$ cat src/rtl/dma_copy.sv
// Single-channel word copy engine: CPU-programmed SRC/DST/LEN registers, then
// the block requests the bus and moves LEN words with a read/capture/write sequence.
module dma_copy #(
  parameter int               BITS = 32,
  parameter logic [BITS-1:0]  BASE = 32'hF0000200
) (
  input  logic            clk,
  input  logic            reset,
  input  logic            we,
  input  logic            re,
  input  logic [BITS-1:0] memAddr,
  input  logic [BITS-1:0] dataBusIn,
  output logic [BITS-1:0] dataBusOut,
  output logic            busReq,
  input  logic            busGnt,
  output logic [BITS-1:0] mAddr,
  output logic            mWe,
  output logic            mRe,
  output logic [BITS-1:0] mData
);

  localparam logic [BITS-1:0] ADDR_SRC  = BASE;
  localparam logic [BITS-1:0] ADDR_DST  = BASE + BITS'(4);
  localparam logic [BITS-1:0] ADDR_LEN  = BASE + BITS'(8);
  localparam logic [BITS-1:0] ADDR_CTRL = BASE + BITS'(12);

  typedef enum logic [2:0] {IDLE, REQ, RD, CAP, WR, FIN} stateType;

  stateType        state, nextState;
  logic [BITS-1:0] srcReg, dstReg, lenReg, holdReg;
  logic            done;
  logic            busy;
  logic            regWrEn;
  logic            startWr;

  assign busy    = (state == REQ) || (state == RD) || (state == CAP) || (state == WR);
  assign regWrEn = we && !busy;
  assign startWr = regWrEn && (memAddr == ADDR_CTRL) && dataBusIn[0];

  always_comb begin
    nextState = state;
    case (state)
      IDLE: if (startWr) nextState = REQ;
      FIN:  nextState = startWr ? REQ : IDLE;
      REQ: begin
        if (lenReg == '0)  nextState = FIN;
        else if (busGnt)   nextState = RD;
      end
      RD:  nextState = CAP;
      CAP: nextState = WR;
      // With the grant still held, skip REQ so each word costs exactly three cycles.
      WR: begin
        if (lenReg == BITS'(1)) nextState = FIN;
        else if (busGnt)        nextState = RD;
        else                    nextState = REQ;
      end
      default: nextState = IDLE;
    endcase
  end

  always_ff @(posedge clk or posedge reset) begin
    if (reset) begin
      state   <= IDLE;
      srcReg  <= '0;
      dstReg  <= '0;
      lenReg  <= '0;
      holdReg <= '0;
      done    <= 1'b0;
    end else begin
      state <= nextState;
      if (startWr)                 done <= 1'b0;
      else if (nextState == FIN)   done <= 1'b1;
      if (regWrEn && memAddr == ADDR_SRC) srcReg <= dataBusIn;
      if (regWrEn && memAddr == ADDR_DST) dstReg <= dataBusIn;
      if (regWrEn && memAddr == ADDR_LEN) lenReg <= dataBusIn;
      if (state == CAP) holdReg <= dataBusIn;
      if (state == WR) begin
        srcReg <= srcReg + BITS'(4);
        dstReg <= dstReg + BITS'(4);
        lenReg <= lenReg - BITS'(1);
      end
    end
  end

  always_comb begin
    busReq = busy;
    mRe    = (state == RD);
    mWe    = (state == WR);
    mAddr  = '0;
    mData  = '0;
    if (state == RD) mAddr = srcReg;
    if (state == WR) begin
      mAddr = dstReg;
      mData = holdReg;
    end
  end

  // Register reads are suppressed while the bus belongs to us.
  always_comb begin
    dataBusOut = '0;
    if (re && !busGnt) begin
      case (memAddr)
        ADDR_SRC:  dataBusOut = srcReg;
        ADDR_DST:  dataBusOut = dstReg;
        ADDR_LEN:  dataBusOut = lenReg;
        ADDR_CTRL: dataBusOut = {{(BITS-3){1'b0}}, done, busy, 1'b0};
        default:   dataBusOut = '0;
      endcase
    end
  end

endmodule

$ cat config.mk
export PLATFORM = sky130hd
export DESIGN_NAME = dma_copy
export DESIGN_NICKNAME = d
export VERILOG_FILES = /design/src/rtl/dma_copy.sv
export SDC_FILE = /design/constraint.sdc
export NUM_CORES = 1
export LEC_CHECK = 0
export ABC_CLOCK_PERIOD_IN_PS = 5300
export CAP_MARGIN = 20
export CORE_MARGIN = 4
export CORE_UTILIZATION = 53
export CTS_CLUSTER_DIAMETER = 60
export DETAILED_ROUTE_END_ITERATION = 10
export PLACE_DENSITY = 0.79
export SLEW_MARGIN = 20
export SYNTH_ARGS = -nofsm -noshare
export SYNTH_HDL_FRONTEND = slang
export SYNTH_SLANG_ARGS = --single-unit
$ cat constraint.sdc
create_clock -name clk -period 5.3 [get_ports clk]
set_input_delay 1.325 -clock clk [delete_from_list [all_inputs] [get_ports clk]]
set_output_delay 1.325 -clock clk [all_outputs]
set_load 0.1 [all_outputs]
==> results of run 1 <==
[critical path, cell delays in order]
cell             delay [ps]
clkdlybuf4s50_1         400
nor4b_1                 290
nand4_1                 160
or4_1                   500
buf_4                   270
nor2_1                  270
buf_12                  210
[sequential cells by signal, indices dropped and copies added, names as in the netlist]
signal,count
done,1
holdReg,32
state,3
lenReg,32
dstReg,32
srcReg,32
[where the power goes]
group          leakage, nW  switching [mW]  internal [mW]  total [mW]
Combinational         2.80            1.34          0.585        1.93
Sequential            1.52           0.332           1.28        1.61
Clock                0.311           0.464          0.839        1.30
[how the worst max path moves through the flow]
stage,from,end,slack [ps],cells past startpoint
floorplan,memAddr[4],dataBusOut[0],-100,7
global placement,memAddr[25],dataBusOut[2],630,7
detailed placement,memAddr[4],dataBusOut[26],520,7
CTS,memAddr[4],dataBusOut[26],520,7
global route,memAddr[18],dataBusOut[3],410,7
finish,memAddr[25],dataBusOut[5],520,7
[cells in the final DEF (no fill, tap or decap), types with 5 or more instances in the layout]
cell	count
clkbuf_16	17
and4_1	11
a211oi_1	18
or2_2	5
mux2i_1	37
clkdlybuf4s50_1	69
ha_1	5
o211a_1	5
a22o_1	27
o21ai_0	44
o211ai_1	26
and3_1	15
or3_1	12
a21oi_1	65
buf_12	32
xor2_1	5
nand2_1	53
inv_1	27
buf_4	90
nor4_2	6
a211o_1	5
nand4_1	26
or4_1	21
nor2b_1	5
o311ai_0	5
nand3_1	50
nor4_1	22
nor2_1	123
nor3_1	47
dfrtp_1	132
mux2_2	27
a311oi_1	5
and2_1	36
o221ai_1	8
o21a_1	5
o22ai_1	5
[routing by layer]
metal | vias to the layer above | track usage (%)
met5 | - | 0
li1 | 4113 | -
met1 | 4351 | 43.9
met3 | 107 | 6.70
met4 | 0 | 12.8
met2 | 642 | 50.5
[logic make-up (layout without fill, tap and decap cells)]
kind of cell / after synthesis / in the layout
buffers and inverters: 114 / 253
adders and majority gates: 5 / 5
muxes: 66 / 66
AOI/OAI and AO/OA: 251 / 251
xor gates and xnor gates: 6 / 6
and+or+nand+nor: 455 / 455
DFF: 132 / 132
[area by class of cell]
| class | count | area, um2 |
|---|---|---|
| multi-input combinational | 783 | 4990 |
| fill | 1289 | 4660 |
| sequential | 132 | 3300 |
| timing repair buffer | 192 | 2010 |
| clock buffer | 21 | 480 |
| tap | 216 | 270 |
| clock inverter | 11 | 174 |
| inverter | 29 | 114 |
==> results.toml, run 1 <==
[floorplanning]
die_h_um = 136
start_util_pct = 54.4
boundaryPins = 168
row_count = 46
die_x_um = 136
core_mm2 = 0.0160
die_area_mm2 = 0.0185

[sta]
finalHoldViolations = 0
timing.final.crit_share_pct = 90.2
worst_pin_slew_ps = 1140
relSlewSlack_pct = 23.2
fin_crit_ps = 4780
fin_ws_ps = 519
rsz0062_at_grt = "false"
timing.fmax_mhz = 209
setup-violations-final = 0
clock_skew_ps = 10.0
slew_viol_final = 0
holdWs_ps = 470
tns_ps = 0

[power]
power_mw = 4.84
p_per_area_mw_per_mm2 = 427
ir_drop_uv = 334
p_leak_nw = 4.62

[clock_network]
numCtsBuffers = 17
path_clk_slew_ps = 60
hold_buffers = 0
cts_tree = "done"
clock_latency_ps = 420
clockBufferDepth = 2
cts-resized-gates = 0
post_cts.repair.setup_buffers = 0
cts_htree_levels = 4
clock-root-buffer = "clkbuf_16"
cts_sinks = 132

[logic_synthesis]
synth_xor_area_share_pct = 0.604
synthTopCellsByCount = "dfrtp_1, nor2_1, clkbuf_1"
muxShareOfSynthArea_pct = 8.26
synth_seq_area_share_pct = 37.9
synth-seq-cells = 132
synthTopCellsByArea = "dfrtp_1, nor2_1, mux2i_1"
synth_edf_count = 0
yosys.cell_count.top_type = "dfrtp_1"
avgSynthCellArea_um2 = 8.46
synth_cell_types = 67
synth_flop_cell = "dfrtp_1"
synth_top_family_by_area = "simple AND/OR/NAND/NOR gates"
synthAdderAreaFrac_pct = 0.719
syn_area_mm2 = 0.00871
yosys_warnings = 0
synth_top_area_share_pct = 37.9
yosysTopAreaCell = "dfrtp_1"
synth_compound_area_share_pct = 19.7
synth-async-reset-ratio_pct = 100
syn_inst = 1029
synth_nets = 1103
synthSimpleGateAreaFrac_pct = 27.7

[placement]
place_congestion = 0.941
place_ws_ps = 521
dp.cells = 1352
portBuffers = 167
dp_hpwl_mm = 20.6
place_area_mm2 = 0.0107

[worst_setup_path]
setup.worst_path.class = "primary input to primary output"
rrSetupSlack_ps = 1610
cp_max_fo = 32
r2r-start = "state[2]"
rr_worst_depth = 6
arrival_ps = 3460
crit_required_ps = 3970
critPathCaptureType = "primary output"
rr_endpoint = "dstReg[27]"
worst_setup_path_start_kind = "primary input"

[route]
wl_met2_mm = 14.0
antenna_left = 0
via_per_inst = 6.66
drt-met1-wl_mm = 11.9
drt_iter0_markers = 1351
wl_met3_mm = 3.32
top_layer_used = "met4"
dr_total_vias = 9213
postRouteWirelength_mm = 30.2
firstDrtPassIters = 7
drc = 0
avgRoutedWirePerCell_um = 21.8

[flow_run]
drv_cap = 0

[grt]
grt_max_degree = 107
antenna_found_initial = 0
grt_usage_pct = 32.2
overflow = 0
grt_pass1_wl_mm = 46.8
grt_pass1_vias = 8677

[cells_and_area]
syn2layout_area_growth_pct = 30.3
num-nets-final = 1229
diodes = 0
layout.cells.non_filler = 1384
postLayoutCellArea_mm2 = 0.0113
drive_gt1_share_pct = 18.0
final_util_pct = 70.9

[worst_hold_path]
hp-class = "flop to flop"
min_from = "holdReg[2]"
hold_end = "holdReg[2]"
hold_depth = 2

[status]
status = "completed"
(Power assumes the default switching activity.)
==> run 2: changes to the inputs <==
--- a/config.mk
+++ b/config.mk
@@ -10,8 +10,9 @@
 export CORE_MARGIN = 4
 export CORE_UTILIZATION = 53
 export CTS_CLUSTER_DIAMETER = 60
+export CTS_CLUSTER_SIZE = 12
 export DETAILED_ROUTE_END_ITERATION = 10
-export PLACE_DENSITY = 0.79
+export PLACE_DENSITY = 0.81
 export SLEW_MARGIN = 20
 export SYNTH_ARGS = -nofsm -noshare
 export SYNTH_HDL_FRONTEND = slang
==> results.toml, run 2 (synthesis results as in run 1) <==
[cells_and_area]
diodes = 0
n_fill_cell = 1280
num-nets-final = 1226
syn2layout_area_growth_pct = 30.3
layout_common_cells = "dfrtp_1, nor2_1, buf_4, clkdlybuf4s50_1, a21oi_1"
layout.cells.non_filler = 1381
final_common_cell = "dfrtp_1"
drive_gt1_share_pct = 17.8

[worst_hold_path]
hp-class = "flop to flop"
min_from = "holdReg[31]"

[clock_network]
clockBufferDepth = 2
cts_tree = "done"
post_cts.repair.setup_buffers = 0
clock_latency_ps = 440
cts_htree_levels = 4
cts-resized-gates = 0
clock-root-buffer = "clkbuf_16"
cts_sinks = 132
hold_buffers = 0
path_clk_slew_ps = 60
numCtsBuffers = 17

[worst_setup_path]
worst_setup_path_start_kind = "primary input"
crit_required_ps = 3970
setup.worst_path.class = "primary input to primary output"
r2r-start = "state[2]"
rr_endpoint = "dstReg[29]"
cp_max_fo = 32
slowest_stage = "or4_1"
worstPathCellList = "clkdlybuf4s50_1 > nor4b_1 > nand4_1 > or4_1 > buf_4 > nor2_1 > buf_12"
rr_worst_depth = 8
cpPeakStageDelay_ps = 490
rrSetupSlack_ps = 1600
crit_path_end = "dataBusOut[31]"
arrival_ps = 3460
crit_start = "memAddr[25]"
critPathCaptureType = "primary output"

[power]
p_per_area_mw_per_mm2 = 427
ir_drop_uv = 316
p_leak_nw = 4.60

[grt]
grt.met2_usage_pct = 50.4
overflow = 0
grt_usage_pct = 32.5
grt_max_degree = 89
grt_pass1_vias = 8696
grtUsageMet1_pct = 44.3
met3_usage_pct = 7.14
grt-busiest-layer = "met2"
grt_pass1_wl_mm = 47.1
antenna_found_initial = 0

[sta]
holdWs_ps = 469
timing.fmax_mhz = 209
finalHoldViolations = 0
rsz0062_at_grt = "false"
slew_viol_final = 0
worst_pin_slew_ps = 1000
relSlewSlack_pct = 32.9
tns_ps = 0
timing.final.crit_share_pct = 90.4
fin_crit_ps = 4790
setup-violations-final = 0
clock_skew_ps = 7.88

[route]
dr_total_vias = 9254
firstDrtPassIters = 6
antenna_left = 0
drt_iter0_markers = 1353
postRouteWirelength_mm = 30.0
via_per_inst = 6.70
avgRoutedWirePerCell_um = 21.7
drc = 0

[placement]
portBuffers = 167
dp.cells = 1349
place_congestion = 0.926
dp_hpwl_mm = 20.8

[floorplanning]
core_mm2 = 0.0160
boundaryPins = 168
start_util_pct = 54.4
die_area_mm2 = 0.0185
row_count = 46
die_h_um = 136
die_x_um = 136

[flow_run]
drv_cap = 0

[status]
status = "completed"
-- run 2: cell count changes in the layout (fill, tap and decap cells not counted) --
cell / delta
clkinvlp_4: +2
buf_12: +2
buf_4: -5
clkinv_2: -1
clkbuf_8: -1
nor4_2: +1
nor4_1: -1
clkinv_4: -1
clkbuf_1: +1
-- run 2: cell type report --
| type | instances | area (um2) | share of cell area [%] |
|---|---|---|---|
| Multi-Input combinational cell | 783 | 4990 | 44.0 |
| Sequential cell | 132 | 3300 | 29.1 |
| Timing Repair Buffer | 189 | 2010 | 17.8 |
| Clock buffer | 21 | 470 | 4.15 |
| Tap cell | 216 | 270 | 2.38 |
| Clock inverter | 11 | 175 | 1.54 |
| Inverter | 29 | 114 | 1.00 |
-- run 2: how the worst min path moves through the flow --
stage | slack, ps | end | cells after the start
after floorplan | 440 | holdReg[18] | 2
after global placement | 450 | holdReg[31] | 2
after detailed placement | 460 | holdReg[31] | 2
after CTS | 480 | holdReg[31] | 2
after global routing | 490 | holdReg[31] | 2
final | 470 | holdReg[31] | 2
-- run 2: worst max-delay path: cells and delay by family --
family	cells	cell delay, ps
buffers and inverters	3	880
and+or+nand+nor	4	1250
-- run 2: report_power, final --
group / switching [mW] / total (mW) / internal (mW)
Sequential: 0.332 / 1.61 / 1.27
Combinational: 1.35 / 1.94 / 0.591
Clock: 0.475 / 1.30 / 0.825
-- run 2: metrics by stage --
| step | worst slack [ps] | total power [mW] | utilization [%] | cell area (um2) |
|---|---|---|---|---|
| global placement | 533 | 3.47 | 66.8 | 10700 |
| CTS | 489 | 4.82 | 70.8 | 11300 |
| detailed placement | 493 | 3.52 | 66.8 | 10700 |
| floorplan | -99.5 | 3.02 | - | 8710 |
| finish | 510 | 4.84 | 70.9 | 11300 |
| global route | 360 | 5.05 | 70.9 | 11300 |
-- run 2: per-layer routing --
metal,vias to the layer above,wire (um)
li1,4105,-
met4,0,1020
met5,-,0
met2,642,13800
met3,93,3500
met1,4414,11700
==> run 3: changes to the inputs <==
--- a/config.mk
+++ b/config.mk
@@ -7,7 +7,6 @@
 export LEC_CHECK = 0
 export ABC_CLOCK_PERIOD_IN_PS = 5300
 export CAP_MARGIN = 20
-export CORE_MARGIN = 4
 export CORE_UTILIZATION = 53
 export CTS_CLUSTER_DIAMETER = 60
 export CTS_CLUSTER_SIZE = 12
==> results.toml, run 3 (synthesis results as in run 1) <==
[floorplanning]
die_x_um = 130
row_count = 46
core_mm2 = 0.0159
boundaryPins = 168
die_area_mm2 = 0.0169
start_util_pct = 54.6
die_h_um = 130

[sta]
finalHoldViolations = 0
holdWs_ps = 474
clock_skew_ps = 7.23
slew_viol_final = 0
fin_crit_ps = 4770
relSlewSlack_pct = 25.0
setup-violations-final = 0
worst_pin_slew_ps = 1120
timing.final.crit_share_pct = 90.0
fin_ws_ps = 529
timing.fmax_mhz = 210
rsz0062_at_grt = "false"

[clock_network]
cts_tree = "done"
cts-resized-gates = 0
cts_sinks = 132
post_cts.repair.setup_buffers = 0
clock-root-buffer = "clkbuf_16"
clock_latency_ps = 430
cts_htree_levels = 4
numCtsBuffers = 17
path_clk_slew_ps = 60
clockBufferDepth = 2
hold_buffers = 0

[flow_run]
drv_cap = 0

[route]
antenna_left = 0
postRouteWirelength_mm = 29.5
via_per_inst = 6.69
dr_total_vias = 9274
avgRoutedWirePerCell_um = 21.3
drt_iter0_markers = 1189
firstDrtPassIters = 6
drc = 0

[worst_setup_path]
setup.worst_path.class = "primary input to primary output"
slowest_stage = "or4_1"
cp_max_fo = 32
crit_start = "memAddr[4]"
cpPeakStageDelay_ps = 420
r2r-start = "state[2]"
crit_required_ps = 3970
critPathCaptureType = "primary output"
worst_setup_path_start_kind = "primary input"
arrival_ps = 3450
worstPathCellList = "clkdlybuf4s50_1 > nor4b_1 > nand4_1 > or4_1 > buf_4 > nor2b_1 > buf_12"

[grt]
overflow = 0
antenna_found_initial = 1
grt_max_degree = 67
grt_pass1_wl_mm = 45.9
grt_pass1_vias = 8509
grt_usage_pct = 35.9

[status]
status = "completed"

[worst_hold_path]
hp-class = "flop to flop"
min_from = "holdReg[29]"

[power]
power_mw = 4.79
p_per_area_mw_per_mm2 = 422
p_leak_nw = 4.63
ir_drop_uv = 459

[placement]
place_congestion = 0.882
portBuffers = 167
dp.cells = 1355
dp_hpwl_mm = 20.4
place_ws_ps = 529

[cells_and_area]
num-nets-final = 1232
drive_gt1_share_pct = 17.9
diodes = 0
layout_common_cells = "dfrtp_1, nor2_1, buf_4, clkdlybuf4s50_1, a21oi_1"
syn2layout_area_growth_pct = 30.2
final_util_pct = 71.1
layout.cells.non_filler = 1386
final_common_cell = "dfrtp_1"
-- run 3: cell count changes in the layout (fill, tap and decap cells not counted), sizes merged --
cell	before	now
buf	120	126
clkinvlp	5	2
clkinv	2	4
bufinv	4	3
clkbuf	21	22
-- run 3: final timing paths --
check / to / slack [ps] / cells past startpoint
min: holdReg[29] / 470 / 2
min reg2reg: holdReg[29] / 470 / 2
max: dataBusOut[2] / 530 / 7
max reg2reg: dstReg[30] / 2210 / 7
min in group asynchronous: srcReg[12] / 1370 / 2
max in group asynchronous: srcReg[16] / 2980 / 3
-- run 3: layer usage --
layer,up-vias,global-route usage [%],part of all wire [%]
met3,102,8.49,11
met4,0,15.9,3.5
li1,4102,-,-
met2,622,56.0,46
met1,4448,47.6,39
met5,-,0,0
-- run 3: cell type report --
type | count | area, um2
inverter | 29 | 114
multi-input combinational | 783 | 4980
tap | 216 | 270
clock inverter | 9 | 125
timing repair buffer | 195 | 2050
sequential | 132 | 3300
clock buffer | 22 | 494
fill | 1259 | 4610
-- run 3: stage by stage --
stage	instance area [um2]	TNS, ps
2_1_floorplan	8710	-2990
3_3_place_gp	10700	0
3_5_place_dp	10700	0
4_1_cts	11300	0
5_1_grt	11300	0
6_report	11300	0
-- run 3: report_power, final --
part	switching, mW	internal [mW]
Sequential	0.338	1.28
Clock	0.454	0.796
Combinational	1.34	0.589
-- run 3: critical path: cells and delay by family --
kind,cells,cell delay (ps)
buffers and inverters,3,900
and+or+nand+nor,4,1200
